--- src/rtl/vram_dma.sv ---
// CPU-to-VRAM byte copy engine: register-programmed, single-outstanding memory reads,
// VRAM writes held until the video timing opens the writable window.
module vram_dma #(
    parameter int unsigned VRAM_ADDR_WIDTH = 12,
    parameter int unsigned SRC_ADDR_WIDTH  = 16
) (
    input  logic                       clk_i,
    input  logic                       rst_ni,
    input  logic [2:0]                 cfg_addr_i,
    input  logic [7:0]                 cfg_wdata_i,
    input  logic                       cfg_we_i,
    output logic [SRC_ADDR_WIDTH-1:0]  mem_addr_o,
    output logic                       mem_req_o,
    input  logic [7:0]                 mem_data_i,
    input  logic                       mem_valid_i,
    input  logic                       writable_i,
    output logic [7:0]                 data_out_o,
    output logic [VRAM_ADDR_WIDTH-1:0] address_o,
    output logic                       write_enable_o,
    output logic                       busy_o,
    output logic                       done_o
);

    typedef enum logic [1:0] {StIdle, StFetch, StWait, StWrite} state_e;

    state_e                     st_q, st_d;
    logic [15:0]                src_cfg_q, src_cfg_d;
    logic [11:0]                dst_cfg_q, dst_cfg_d;
    logic [11:0]                len_cfg_q, len_cfg_d;
    logic [SRC_ADDR_WIDTH-1:0]  src_q, src_d;
    logic [VRAM_ADDR_WIDTH-1:0] dst_q, dst_d;
    logic [12:0]                cnt_q, cnt_d;
    logic [7:0]                 data_q, data_d;
    logic                       done_q, done_d;

    logic cmd_we, start, abort;

    assign cmd_we = cfg_we_i && (cfg_addr_i == 3'd6);
    // Abort takes priority over a start carried in the same command byte.
    assign abort  = cmd_we && cfg_wdata_i[1];
    assign start  = cmd_we && cfg_wdata_i[0] && !cfg_wdata_i[1];

    always_comb begin
        src_cfg_d = src_cfg_q;
        dst_cfg_d = dst_cfg_q;
        len_cfg_d = len_cfg_q;
        if (cfg_we_i) begin
            unique case (cfg_addr_i)
                3'd0:    src_cfg_d[7:0]  = cfg_wdata_i;
                3'd1:    src_cfg_d[15:8] = cfg_wdata_i;
                3'd2:    dst_cfg_d[7:0]  = cfg_wdata_i;
                3'd3:    dst_cfg_d[11:8] = cfg_wdata_i[3:0];
                3'd4:    len_cfg_d[7:0]  = cfg_wdata_i;
                3'd5:    len_cfg_d[11:8] = cfg_wdata_i[3:0];
                default: ;
            endcase
        end
    end

    always_comb begin
        st_d   = st_q;
        src_d  = src_q;
        dst_d  = dst_q;
        cnt_d  = cnt_q;
        data_d = data_q;
        done_d = 1'b0;
        unique case (st_q)
            StIdle: begin
                if (start) begin
                    src_d = SRC_ADDR_WIDTH'(src_cfg_q);
                    dst_d = VRAM_ADDR_WIDTH'(dst_cfg_q);
                    cnt_d = (len_cfg_q == 12'd0) ? 13'd4096 : {1'b0, len_cfg_q};
                    st_d  = StFetch;
                end
            end
            StFetch: st_d = StWait;
            StWait: begin
                if (mem_valid_i) begin
                    data_d = mem_data_i;
                    st_d   = StWrite;
                end
            end
            StWrite: begin
                if (writable_i) begin
                    src_d = src_q + SRC_ADDR_WIDTH'(1);
                    dst_d = dst_q + VRAM_ADDR_WIDTH'(1);
                    cnt_d = cnt_q - 13'd1;
                    if (cnt_q == 13'd1) begin
                        st_d   = StIdle;
                        done_d = 1'b1;
                    end else begin
                        st_d = StFetch;
                    end
                end
            end
            default: st_d = StIdle;
        endcase
        if (abort) begin
            st_d   = StIdle;
            done_d = 1'b0;
        end
    end

    always_ff @(posedge clk_i or negedge rst_ni) begin
        if (!rst_ni) begin
            st_q      <= StIdle;
            src_cfg_q <= '0;
            dst_cfg_q <= '0;
            len_cfg_q <= '0;
            src_q     <= '0;
            dst_q     <= '0;
            cnt_q     <= '0;
            data_q    <= '0;
            done_q    <= 1'b0;
        end else begin
            st_q      <= st_d;
            src_cfg_q <= src_cfg_d;
            dst_cfg_q <= dst_cfg_d;
            len_cfg_q <= len_cfg_d;
            src_q     <= src_d;
            dst_q     <= dst_d;
            cnt_q     <= cnt_d;
            data_q    <= data_d;
            done_q    <= done_d;
        end
    end

    assign mem_addr_o     = src_q;
    assign mem_req_o      = (st_q == StFetch);
    assign data_out_o     = data_q;
    assign address_o      = dst_q;
    assign write_enable_o = (st_q == StWrite);
    assign busy_o         = (st_q != StIdle);
    assign done_o         = done_q;

endmodule

--- config.mk ---
export PLATFORM = sky130hd
export DESIGN_NAME = vram_dma
export DESIGN_NICKNAME = d
export VERILOG_FILES = /design/src/rtl/vram_dma.sv
export SDC_FILE = /design/constraint.sdc
export NUM_CORES = 1
export LEC_CHECK = 0
export BUFFER_PORTS_ARGS = -buffer_cell sky130_fd_sc_hd__buf_2
export CAP_MARGIN = 20
export CORE_ASPECT_RATIO = 0.5
export CORE_MARGIN = 8
export CORE_UTILIZATION = 65
export CTS_BUF_LIST = sky130_fd_sc_hd__clkbuf_8
export DETAILED_ROUTE_END_ITERATION = 7
export HOLD_SLACK_MARGIN = 0.08
export PLACE_DENSITY = 0.88
export SLEW_MARGIN = 20
export SYNTH_ARGS = -nofsm -noshare
export SYNTH_HDL_FRONTEND = slang
export SYNTH_SLANG_ARGS = --single-unit
--- constraint.sdc ---
create_clock -name clk_i -period 3.5 [get_ports clk_i]
set_clock_uncertainty 0.15 [all_clocks]
set_input_delay 0.525 -clock clk_i [delete_from_list [all_inputs] [get_ports clk_i]]
set_output_delay 0.525 -clock clk_i [all_outputs]
set_load 0.05 [all_outputs]
==> results.sh, run 1 <==
export IMPL_initialDrtViolationCount=618
export IMPL_yosysUniqueCellTypes=67
export IMPL_placed_area_sq_um=5410
export IMPL_routed_wl_um=14500
export IMPL_start_util=0.680
export IMPL_worst_setup_path_end_kind="flop"
export IMPL_slew_headroom=0.363
export IMPL_grt_pass1_vias=4530
export IMPL_ys_seq_elements=92
export IMPL_dp_hpwl_um=10000
export IMPL_numCtsBuffers=9
export IMPL_arrival_ns=2.77
export IMPL_drv_slew=0
export IMPL_viasPerCell=7.03
export IMPL_hold_violations=0
export IMPL_critPathLaunch="st_q[0]"
export IMPL_fp_dieH_um=78.4
export IMPL_r2r_slack_ns=0.81
export IMPL_num_rows=22
export IMPL_clk_latency_ns=0.38
export IMPL_syn_cell_area_sq_um=5060
export IMPL_grtUsageMet1=0.329
export IMPL_grt_max_degree=53
export IMPL_die_w_um=141
export IMPL_cts_sinks=92
export IMPL_diodes=0
export IMPL_drtPass1Iterations=6
export IMPL_period_share=0.767
export IMPL_final_cell_mix="dfrtp_1 (92), buf_2 (62), mux2_2 (44)"
export IMPL_critPathKind="reg -> reg"
export IMPL_p_leak_nw=2.34
export IMPL_irDropWorstVdd_mv=0.791
export IMPL_hold_path_class="in -> reg"
export IMPL_required_ns=3.58
export IMPL_min_period_ns=2.69
export IMPL_gp_congestion=0.983
export IMPL_core_area_sq_um=7430
export IMPL_max_freq_mhz=372
export IMPL_synth_edff_count=0
export IMPL_worst_pin_slew_ns=0.948
export IMPL_final_common_cell="dfrtp_1"
export IMPL_crit_chain="inv_1, ha_1, nand3b_1, o21a_1, nor2_1, o221ai_1"
export IMPL_grt_pass1_wl_um=23400
export IMPL_gr_usage_met2=0.411
export IMPL_setup_tns_ns=0
export IMPL_nets=589
export IMPL_path_max_fanout=15
export IMPL_worstHoldStart="mem_data_i[7]"
export IMPL_busiest_layer="met2"
export IMPL_syn_num_nets=540
export IMPL_crit_family="simple AND/OR/NAND/NOR gates"
export IMPL_clkTransAtPathRegs_ns=0.09
export IMPL_synth_ff_type="dfrtp_1"
export IMPL_r2r_start="st_q[0]"
export IMPL_htreeDepth=3
export IMPL_setup_viol=0
export IMPL_max_stage_delay_ns=0.68
export IMPL_drc=0
export IMPL_cts_buffer_depth=2
export IMPL_async_flop_share=1.00
export IMPL_path_buf_inv=1
export IMPL_dieArea_sq_um=11000
export IMPL_ys_seq_area_frac=0.455
export IMPL_area_growth_pct=11.0
export IMPL_port_buffers=63
export IMPL_yosysWarnings=0
export IMPL_io_pins=64
export IMPL_rsz0062_at_grt="no"
export IMPL_max_cap_violations=0
export IMPL_vias=4618
export IMPL_cts_root_buf="clkbuf_8"
export IMPL_wl_per_cell_um=22.1
export IMPL_cts_tree="yes"
export IMPL_grt_antenna_before_repair=0
export IMPL_gr_total_overflow=0
export IMPL_fillers=510
export IMPL_powerDensity_nw_per_um2=981
export IMPL_status="finished clean"
export IMPL_postRouteAntennaNets=0
export IMPL_grtUsageTotal=0.264
export IMPL_worstSetupStartpointType="flop"
export IMPL_fin_area_sq_um=5620
export IMPL_synth_avg_cell_area_sq_um=9.98
export IMPL_use_met3=0.0960
export IMPL_synthesis_instances=507
export IMPL_drive_above_1_share=0.264
export IMPL_slowest_stage="nor2_1"
==> where the power goes <==
part	total, W	internal (W)	switching [W]	leakage [nW]
sequential	0.00191	0.00144	0.000470	1.09
clock	0.000735	0.000350	0.000385	0.106
combinational	0.00286	0.000886	0.00198	1.14
==> logic make-up (layout without fill, tap and decap cells) <==
kind of cell	after synthesis	count (layout)	synth area share
DFF	92	92	0.455
AOI/OAI and AO/OA	137	137	0.184
adders and majority gates	9	9	0.0223
and+or+nand+nor	169	169	0.189
muxes	47	47	0.104
buffers and inverters	53	107	0.0450
==> Yosys cell counts (7+ instances only) <==
cell	n	share of area
nand2_1	32	0.024
nor4_1	12	0.015
a211oi_1	8	0.012
a21oi_1	20	0.020
buf_2	13	0.013
mux2_2	44	0.098
a31oi_1	20	0.025
clkbuf_1	16	0.012
dfrtp_1	92	0.46
o21ai_0	33	0.033
nor3_1	14	0.014
inv_1	18	0.013
ha_1	9	0.022
nand3_1	21	0.021
nand2b_1	8	0.0099
nand4_1	9	0.011
nor2_1	29	0.022
o31ai_1	7	0.010
==> state kept, by name, indices dropped and copies added, names as in the netlist <==
name and count:
address_o 12, cnt_q 13, data_out_o 8, done_o 1
dst_cfg_q 12, len_cfg_q 12, mem_addr_o 16, src_cfg_q 16
st_q 2
==> layout make-up <==
class | count | area [sq um] | area share
Clock buffer | 10 | 138 | 0.0245
Timing Repair Buffer | 73 | 395 | 0.0704
Inverter | 18 | 67.6 | 0.0120
Tap cell | 96 | 120 | 0.0214
Sequential cell | 92 | 2300 | 0.410
Multi-Input combinational cell | 362 | 2530 | 0.451
Clock inverter | 6 | 62.6 | 0.0111
==> layer usage <==
layer  wire (um)  vias up
met4         520        0
met3        1720       68
li1            -     2022
met2        6580      327
met5           0        -
met1        5680     2201
==> worst reg2reg max path: cells and delay by family, from the launching register on <==
family | cells | cell delay [ns]
flops | 1 | 0.41
fa+ha+maj | 1 | 0.49
buf+inv | 1 | 0.16
compound gates | 2 | 0.47
simple gates | 2 | 0.87
==> path summary, 6_finish.rpt <==
| kind | end | depth (start not counted) |
|---|---|---|
| max | address_o[11] | 6 |
| min | data_out_o[7] | 2 |
| max reg2reg | address_o[11] | 6 |
| min reg2reg | address_o[11] | 2 |
| max in group asynchronous | src_cfg_q[7] | 3 |
| min in group asynchronous | data_out_o[2] | 2 |
==> metrics by stage <==
| step | hold WS, ns | power, W | utilization | setup WS [ns] | std cells |
|---|---|---|---|---|---|
| after floorplan | 0.0794 | 0.00397 | - | 1.29 | 507 |
| after global placement | 0.312 | 0.00462 | 0.727 | 1.00 | 640 |
| after detailed placement | 0.316 | 0.00471 | 0.727 | 0.913 | 640 |
| after CTS | 0.221 | 0.00546 | 0.756 | 0.871 | 657 |
| after global routing | 0.220 | 0.00580 | 0.756 | 0.664 | 657 |
| final | 0.232 | 0.00551 | 0.756 | 0.814 | 657 |
==> repair_timing <==
action / CTS / global route
setup buffers: 0 / 0
hold buffers: 1 / 0
setup endpoints to repair: 0 / 0
resized for setup: 0 / 0
hold endpoints to repair: 50 / 0
(Power assumes the default switching activity.)
==> inputs of run 2 (changes only) <==
- CORE_UTILIZATION: 65 -> 60
- PLACE_DENSITY: 0.88 -> 0.82
- clock period: 3.5 -> 2.65 ns (I/O delays scaled with it)
==> run 2 against run 1 <==
Sequential share of layout area down 0.59 points. Register-to-register slack got worse by 0.40 ns. Routed wire length is 5.8% lower. Core utilization is 5.1 points lower. Die area up 7.0%. Via count decreased by 2.8%. Combinational power up 33%. Count of clock-buffer cells in the layout shrank 1. Clock power is 13% higher. Final cell count rose by 4.3%. Global-route usage decreased by 3.0 points. Critical path type unchanged. Largest power group unchanged.
==> results.sh, run 2 (synthesized netlist as in run 1, its figures left out) <==
export IMPL_status="finished clean"
export IMPL_period_share=0.845
export IMPL_routed_wl_um=13700
export IMPL_drive_above_1_share=0.279
export IMPL_slew_headroom=0.476
export IMPL_vias=4490
export IMPL_drv_slew=0
export IMPL_max_cap_violations=0
export IMPL_max_freq_mhz=447
export IMPL_rr_worst_depth=7
export IMPL_cts_buffer_depth=2
export IMPL_clk_latency_ns=0.37
export IMPL_post_cts_buffers=0
export IMPL_worstSetupStartpointType="flop"
export IMPL_dp_hpwl_um=10000
export IMPL_cts_root_buf="clkbuf_8"
export IMPL_wl_per_cell_um=19.9
export IMPL_path_buf_inv=2
export IMPL_port_buffers=63
export IMPL_setup_tns_ns=0
export IMPL_dp_cells=669
export IMPL_powerDensity_nw_per_um2=1250
export IMPL_r2r_start="st_q[0]"
export IMPL_drc=0
export IMPL_required_ns=2.76
export IMPL_clkTransAtPathRegs_ns=0.08
export IMPL_core_area_sq_um=8090
export IMPL_num_rows=23
export IMPL_min_period_ns=2.24
export IMPL_htreeDepth=3
export IMPL_dieArea_sq_um=11800
export IMPL_nets=602
export IMPL_postRouteAntennaNets=0
export IMPL_critPathLaunch="st_q[0]"
export IMPL_grt_pass1_wl_um=21900
export IMPL_max_stage_delay_ns=0.41
export IMPL_rsz0062_at_grt="no"
export IMPL_grt_antenna_before_repair=0
export IMPL_final_common_cell="dfrtp_1"
export IMPL_die_w_um=146
export IMPL_arrival_ns=2.35
export IMPL_path_max_fanout=11
export IMPL_numCtsBuffers=9
export IMPL_critPathKind="reg -> reg"
export IMPL_p_leak_nw=2.37
export IMPL_gp_congestion=0.947
export IMPL_grt_max_degree=63
export IMPL_irDropWorstVdd_mv=1.01
export IMPL_hold_path_endpoint="data_out_o[3]"
export IMPL_setup_viol=0
export IMPL_cts_resized=0
export IMPL_initialDrtViolationCount=430
export IMPL_worstHoldStart="mem_data_i[3]"
export IMPL_diodes=0
export IMPL_fp_dieH_um=80.9
export IMPL_grt_pass1_vias=4202
export IMPL_worst_setup_path_end_kind="flop"
export IMPL_area_growth_pct=12.7
export IMPL_layout_setup_ws_ns=0.411
export IMPL_drtPass1Iterations=5
export IMPL_crit_chain="inv_1, ha_1, nand2b_1, o21a_1, buf_4, o41ai_1, a211o_1"
export IMPL_crit_family="compound AO/OA/AOI/OAI gates"
export IMPL_viasPerCell=6.55
export IMPL_fin_area_sq_um=5700
export IMPL_gr_total_overflow=0
export IMPL_r2r_slack_ns=0.41
export IMPL_layoutNonFillerInstCount=685
export IMPL_hold_path_depth=2
export IMPL_slowest_stage="dfrtp_1"
export IMPL_cts_tree="yes"
export IMPL_io_pins=64
export IMPL_holdBufCountCts=1
export IMPL_whs_ns=0.112
export IMPL_dp_slack_ns=0.445
export IMPL_worst_pin_slew_ns=0.786
export IMPL_hold_path_class="in -> reg"
export IMPL_rr_endpoint="cnt_q[12]"
export IMPL_grtUsageTotal=0.235
export IMPL_placed_area_sq_um=5520
export IMPL_final_cell_mix="dfrtp_1 (92), buf_2 (62), mux2_2 (44)"
export IMPL_start_util=0.625
export IMPL_cts_sinks=92
export IMPL_hold_violations=0
==> run 2: cell types whose count changed in the layout (fill, tap and decap cells not counted), sizes merged <==
cell	delta
buf	+13
bufinv	-1
clkinv	-2
clkbuf	-1
clkinvlp	+3
==> run 2: metal layers <==
metal  vias up  global-route usage  routed length [um]  part of all wire
met2       250               0.354                5940              0.44
met3        44              0.0743                1290             0.095
met4         0               0.104                 484             0.035
li1       2050                   -                   -                 -
met1      2146               0.309                5940              0.43
met5         -                   0                   0                 0
==> run 2: layout make-up <==
| class | count | area [sq um] |
|---|---|---|
| Timing Repair Buffer | 86 | 493 |
| Multi-Input combinational cell | 362 | 2530 |
| Tap cell | 112 | 140 |
| Inverter | 18 | 67.6 |
| Clock buffer | 9 | 124 |
| Sequential cell | 92 | 2300 |
| Clock inverter | 6 | 41.3 |
| Fill cell | 617 | 2390 |
==> run 2: where the power goes <==
| group | switching [W] | internal, W | leakage (nW) |
|---|---|---|---|
| clock | 0.000496 | 0.000335 | 0.0775 |
| sequential | 0.000611 | 0.00191 | 1.09 |
| combinational | 0.00255 | 0.00124 | 1.20 |
| total | 0.00366 | 0.00348 | 2.37 |
==> run 2: how the worst max path moves through the flow <==
stage / end / depth (start not counted)
finish: cnt_q[12] / 7
global route: cnt_q[12] / 7
CTS: cnt_q[12] / 7
detailed placement: cnt_q[12] / 7
global placement: cnt_q[12] / 7
floorplan: mem_addr_o[15] / 7
==> run 2: stage by stage <==
step	total power, W	util
6_report	0.00714	0.705
4_1_cts	0.00712	0.705
5_1_grt	0.00758	0.705
3_3_place_gp	0.00621	0.683
3_5_place_dp	0.00628	0.683
2_1_floorplan	0.00524	-
==> inputs of run 3 (changes only) <==
- ABC_AREA: default -> 1
- clock period: 2.65 -> 2.3 ns (I/O delays scaled with it)
==> run 3 against run 2 <==
Count of clock-buffer cells in the layout unchanged. Largest power group unchanged. Largest cell class is now sequential cells. Core utilization up 0.74 points. Highest routed layer unchanged. Synthesized cell count up 33%. Flip-flop and latch count unchanged.
==> results.sh, run 3 <==
export IMPL_gp_congestion=0.945
export IMPL_layoutNonFillerInstCount=860
export IMPL_hold_violations=0
export IMPL_cts_resized=0
export IMPL_fillers=676
export IMPL_utilization=0.712
export IMPL_yosysWarnings=0
export IMPL_grt_pass1_wl_um=19800
export IMPL_area_growth_pct=15.4
export IMPL_worst_setup_path_end_kind="output port"
export IMPL_vias=4563
export IMPL_p_leak_nw=2.88
export IMPL_start_util=0.617
export IMPL_num_rows=23
export IMPL_wl_per_cell_um=13.9
export IMPL_async_flop_share=1.00
export IMPL_power_frac_seq=0.339
export IMPL_io_pins=64
export IMPL_dp_cells=834
export IMPL_synthesis_instances=672
export IMPL_synth_edff_count=0
export IMPL_yosysMostFrequentCell="nand2_1"
export IMPL_dieArea_sq_um=11500
export IMPL_synth_ff_type="dfrtp_1"
export IMPL_grt_pass1_vias=4143
export IMPL_clkTransAtPathRegs_ns=0.10
export IMPL_setup_viol=0
export IMPL_synth_avg_cell_area_sq_um=7.32
export IMPL_period_share=0.908
export IMPL_status="finished clean"
export IMPL_cts_tree="yes"
export IMPL_postRouteAntennaNets=0
export IMPL_syn_num_nets=705
export IMPL_worst_pin_slew_ns=0.510
export IMPL_ys_seq_elements=92
export IMPL_final_common_cell="nand2_1"
export IMPL_critPathKind="reg -> out"
export IMPL_synth_top_cell_area_share=0.468
export IMPL_initialDrtViolationCount=383
export IMPL_ys_seq_area_frac=0.468
export IMPL_irDropWorstVdd_mv=0.956
export IMPL_drive_above_1_share=0.140
export IMPL_cts_buffer_depth=2
export IMPL_required_ns=1.80
export IMPL_yosysUniqueCellTypes=31
export IMPL_dp_hpwl_um=8280
export IMPL_cts_sinks=92
export IMPL_switching_share=0.502
export IMPL_synth_area_leaders="dfrtp_1 (47%), nand2_1 (18%), nor2_1 (7.0%)"
export IMPL_drc=0
export IMPL_slew_headroom=0.659
export IMPL_htreeDepth=3
export IMPL_fp_dieH_um=80.0
export IMPL_grt_max_degree=93
export IMPL_worstSetupStartpointType="flop"
export IMPL_rsz0062_at_grt="no"
export IMPL_nets=776
export IMPL_die_w_um=144
export IMPL_port_buffers=63
export IMPL_cts_root_buf="clkbuf_8"
export IMPL_grt_antenna_before_repair=0
export IMPL_max_cap_violations=0
export IMPL_drtPass1Iterations=5
export IMPL_comb_power_share=0.505
export IMPL_powerDensity_nw_per_um2=1380
export IMPL_hold_path_class="in -> reg"
export IMPL_path_max_fanout=22
export IMPL_diodes=0
export IMPL_synthTopCellsByCount="nand2_1 (236), dfrtp_1 (92), nor2_1 (92)"
export IMPL_final_cell_mix="nand2_1 (236), nor2_1 (92), dfrtp_1 (92)"
export IMPL_max_freq_mhz=479
export IMPL_p_int_w=0.00390
export IMPL_syn_cell_area_sq_um=4920
export IMPL_min_period_ns=2.09
export IMPL_core_area_sq_um=7970
export IMPL_yosysTopAreaCell="dfrtp_1"
export IMPL_arrival_ns=1.59
export IMPL_setup_tns_ns=0
export IMPL_numCtsBuffers=9
export IMPL_gr_total_overflow=0
export IMPL_routed_wl_um=12000
export IMPL_p_clk_frac=0.155
export IMPL_drv_slew=0
export IMPL_grtUsageTotal=0.215
export IMPL_viasPerCell=5.31
export IMPL_clk_latency_ns=0.37
export IMPL_power_switching_w=0.00392
==> run 3: cell count changes after synthesis, moves of 9 or more <==
| cell | delta |
|---|---|
| a21oi_1 | -9 |
| a31oi_1 | -20 |
| clkbuf_1 | -9 |
| inv_1 | +38 |
| mux2_2 | -36 |
| nand2_1 | +204 |
| nand3_1 | +22 |
| nor2_1 | +63 |
| nor3_1 | -10 |
| nor4_1 | -12 |
| o21ai_0 | +19 |
| o21ai_1 | +15 |
==> run 3: worst max-delay path, cell delays in order (launching register included) <==
cell     delay (ns)
dfrtp_1        0.42
ha_2           0.21
buf_4          0.26
buf_2          0.33
==> run 3: logic make-up (layout without fill, tap and decap cells) <==
kind of cell,after synthesis,count (layout),share of synthesized area
AO/OA/AOI/OAI,83,83,0.0870
XOR/XNOR,4,4,0.00712
adder cells (fa/ha/maj),9,9,0.0229
buffers and inverters,79,155,0.0664
flip-flops,92,92,0.468
multiplexers,10,10,0.0224
AND/OR/NAND/NOR,395,395,0.326
==> run 3: cell type report <==
type | count | area (sq um) | area share
multi-input cells | 501 | 2290 | 0.404
repair buffers | 80 | 495 | 0.0873
clock buffers | 9 | 124 | 0.0218
inverters | 59 | 224 | 0.0395
flip-flops and latches | 92 | 2300 | 0.406
well taps | 112 | 140 | 0.0247
clock inverters | 7 | 96.3 | 0.0170
==> run 3: power groups by stage <==
stage / Combinational (W) / Sequential, W / Clock [W]
after global placement: 0.00385 / 0.00265 / 0
after detailed placement: 0.00394 / 0.00266 / 0
after floorplan: 0.00217 / 0.00349 / 0
final: 0.00395 / 0.00265 / 0.00121
after CTS: 0.00396 / 0.00264 / 0.00123
after global routing: 0.00437 / 0.00273 / 0.00129
==> run 3: repair_timing <==
item,CTS,global route
buffers inserted,0,0
hold buffers,10,0
endpoints found under the hold margin,101,0
==> run 3: final timing paths <==
kind                                 from        endpoint  slack (ns)  depth (start not counted)
setup / recovery                  st_q[0]  write_enable_o        0.21                          3
hold / removal             cfg_wdata_i[7]    src_cfg_q[7]        0.15                          3
setup reg to reg                  st_q[0]        cnt_q[9]        0.41                          6
hold reg to reg              src_cfg_q[0]    src_cfg_q[0]        0.34                          2
max in group asynchronous          rst_ni   address_o[11]        1.21                          3
min in group asynchronous          rst_ni        cnt_q[1]        0.40                          3
==> run 3: per-stage QoR <==
step / worst slack [ns] / hold WS [ns] / total power (W) / instance area, sq um
2_1_floorplan: 0.260 / -0.101 / 0.00566 / 4920
3_3_place_gp: 0.470 / 0.280 / 0.00649 / 5360
3_5_place_dp: 0.425 / 0.280 / 0.00660 / 5360
4_1_cts: 0.187 / 0.139 / 0.00783 / 5680
5_1_grt: 0.138 / 0.178 / 0.00839 / 5680
6_report: 0.211 / 0.145 / 0.00782 / 5680
==> run 3: routing by layer <==
layer / vias to the layer above / share of wire / track usage
met2: 161 / 0.45 / 0.341
met3: 13 / 0.083 / 0.0626
li1: 2273 / - / -
met5: - / 0 / 0
met4: 0 / 0.0095 / 0.0479
met1: 2116 / 0.46 / 0.286
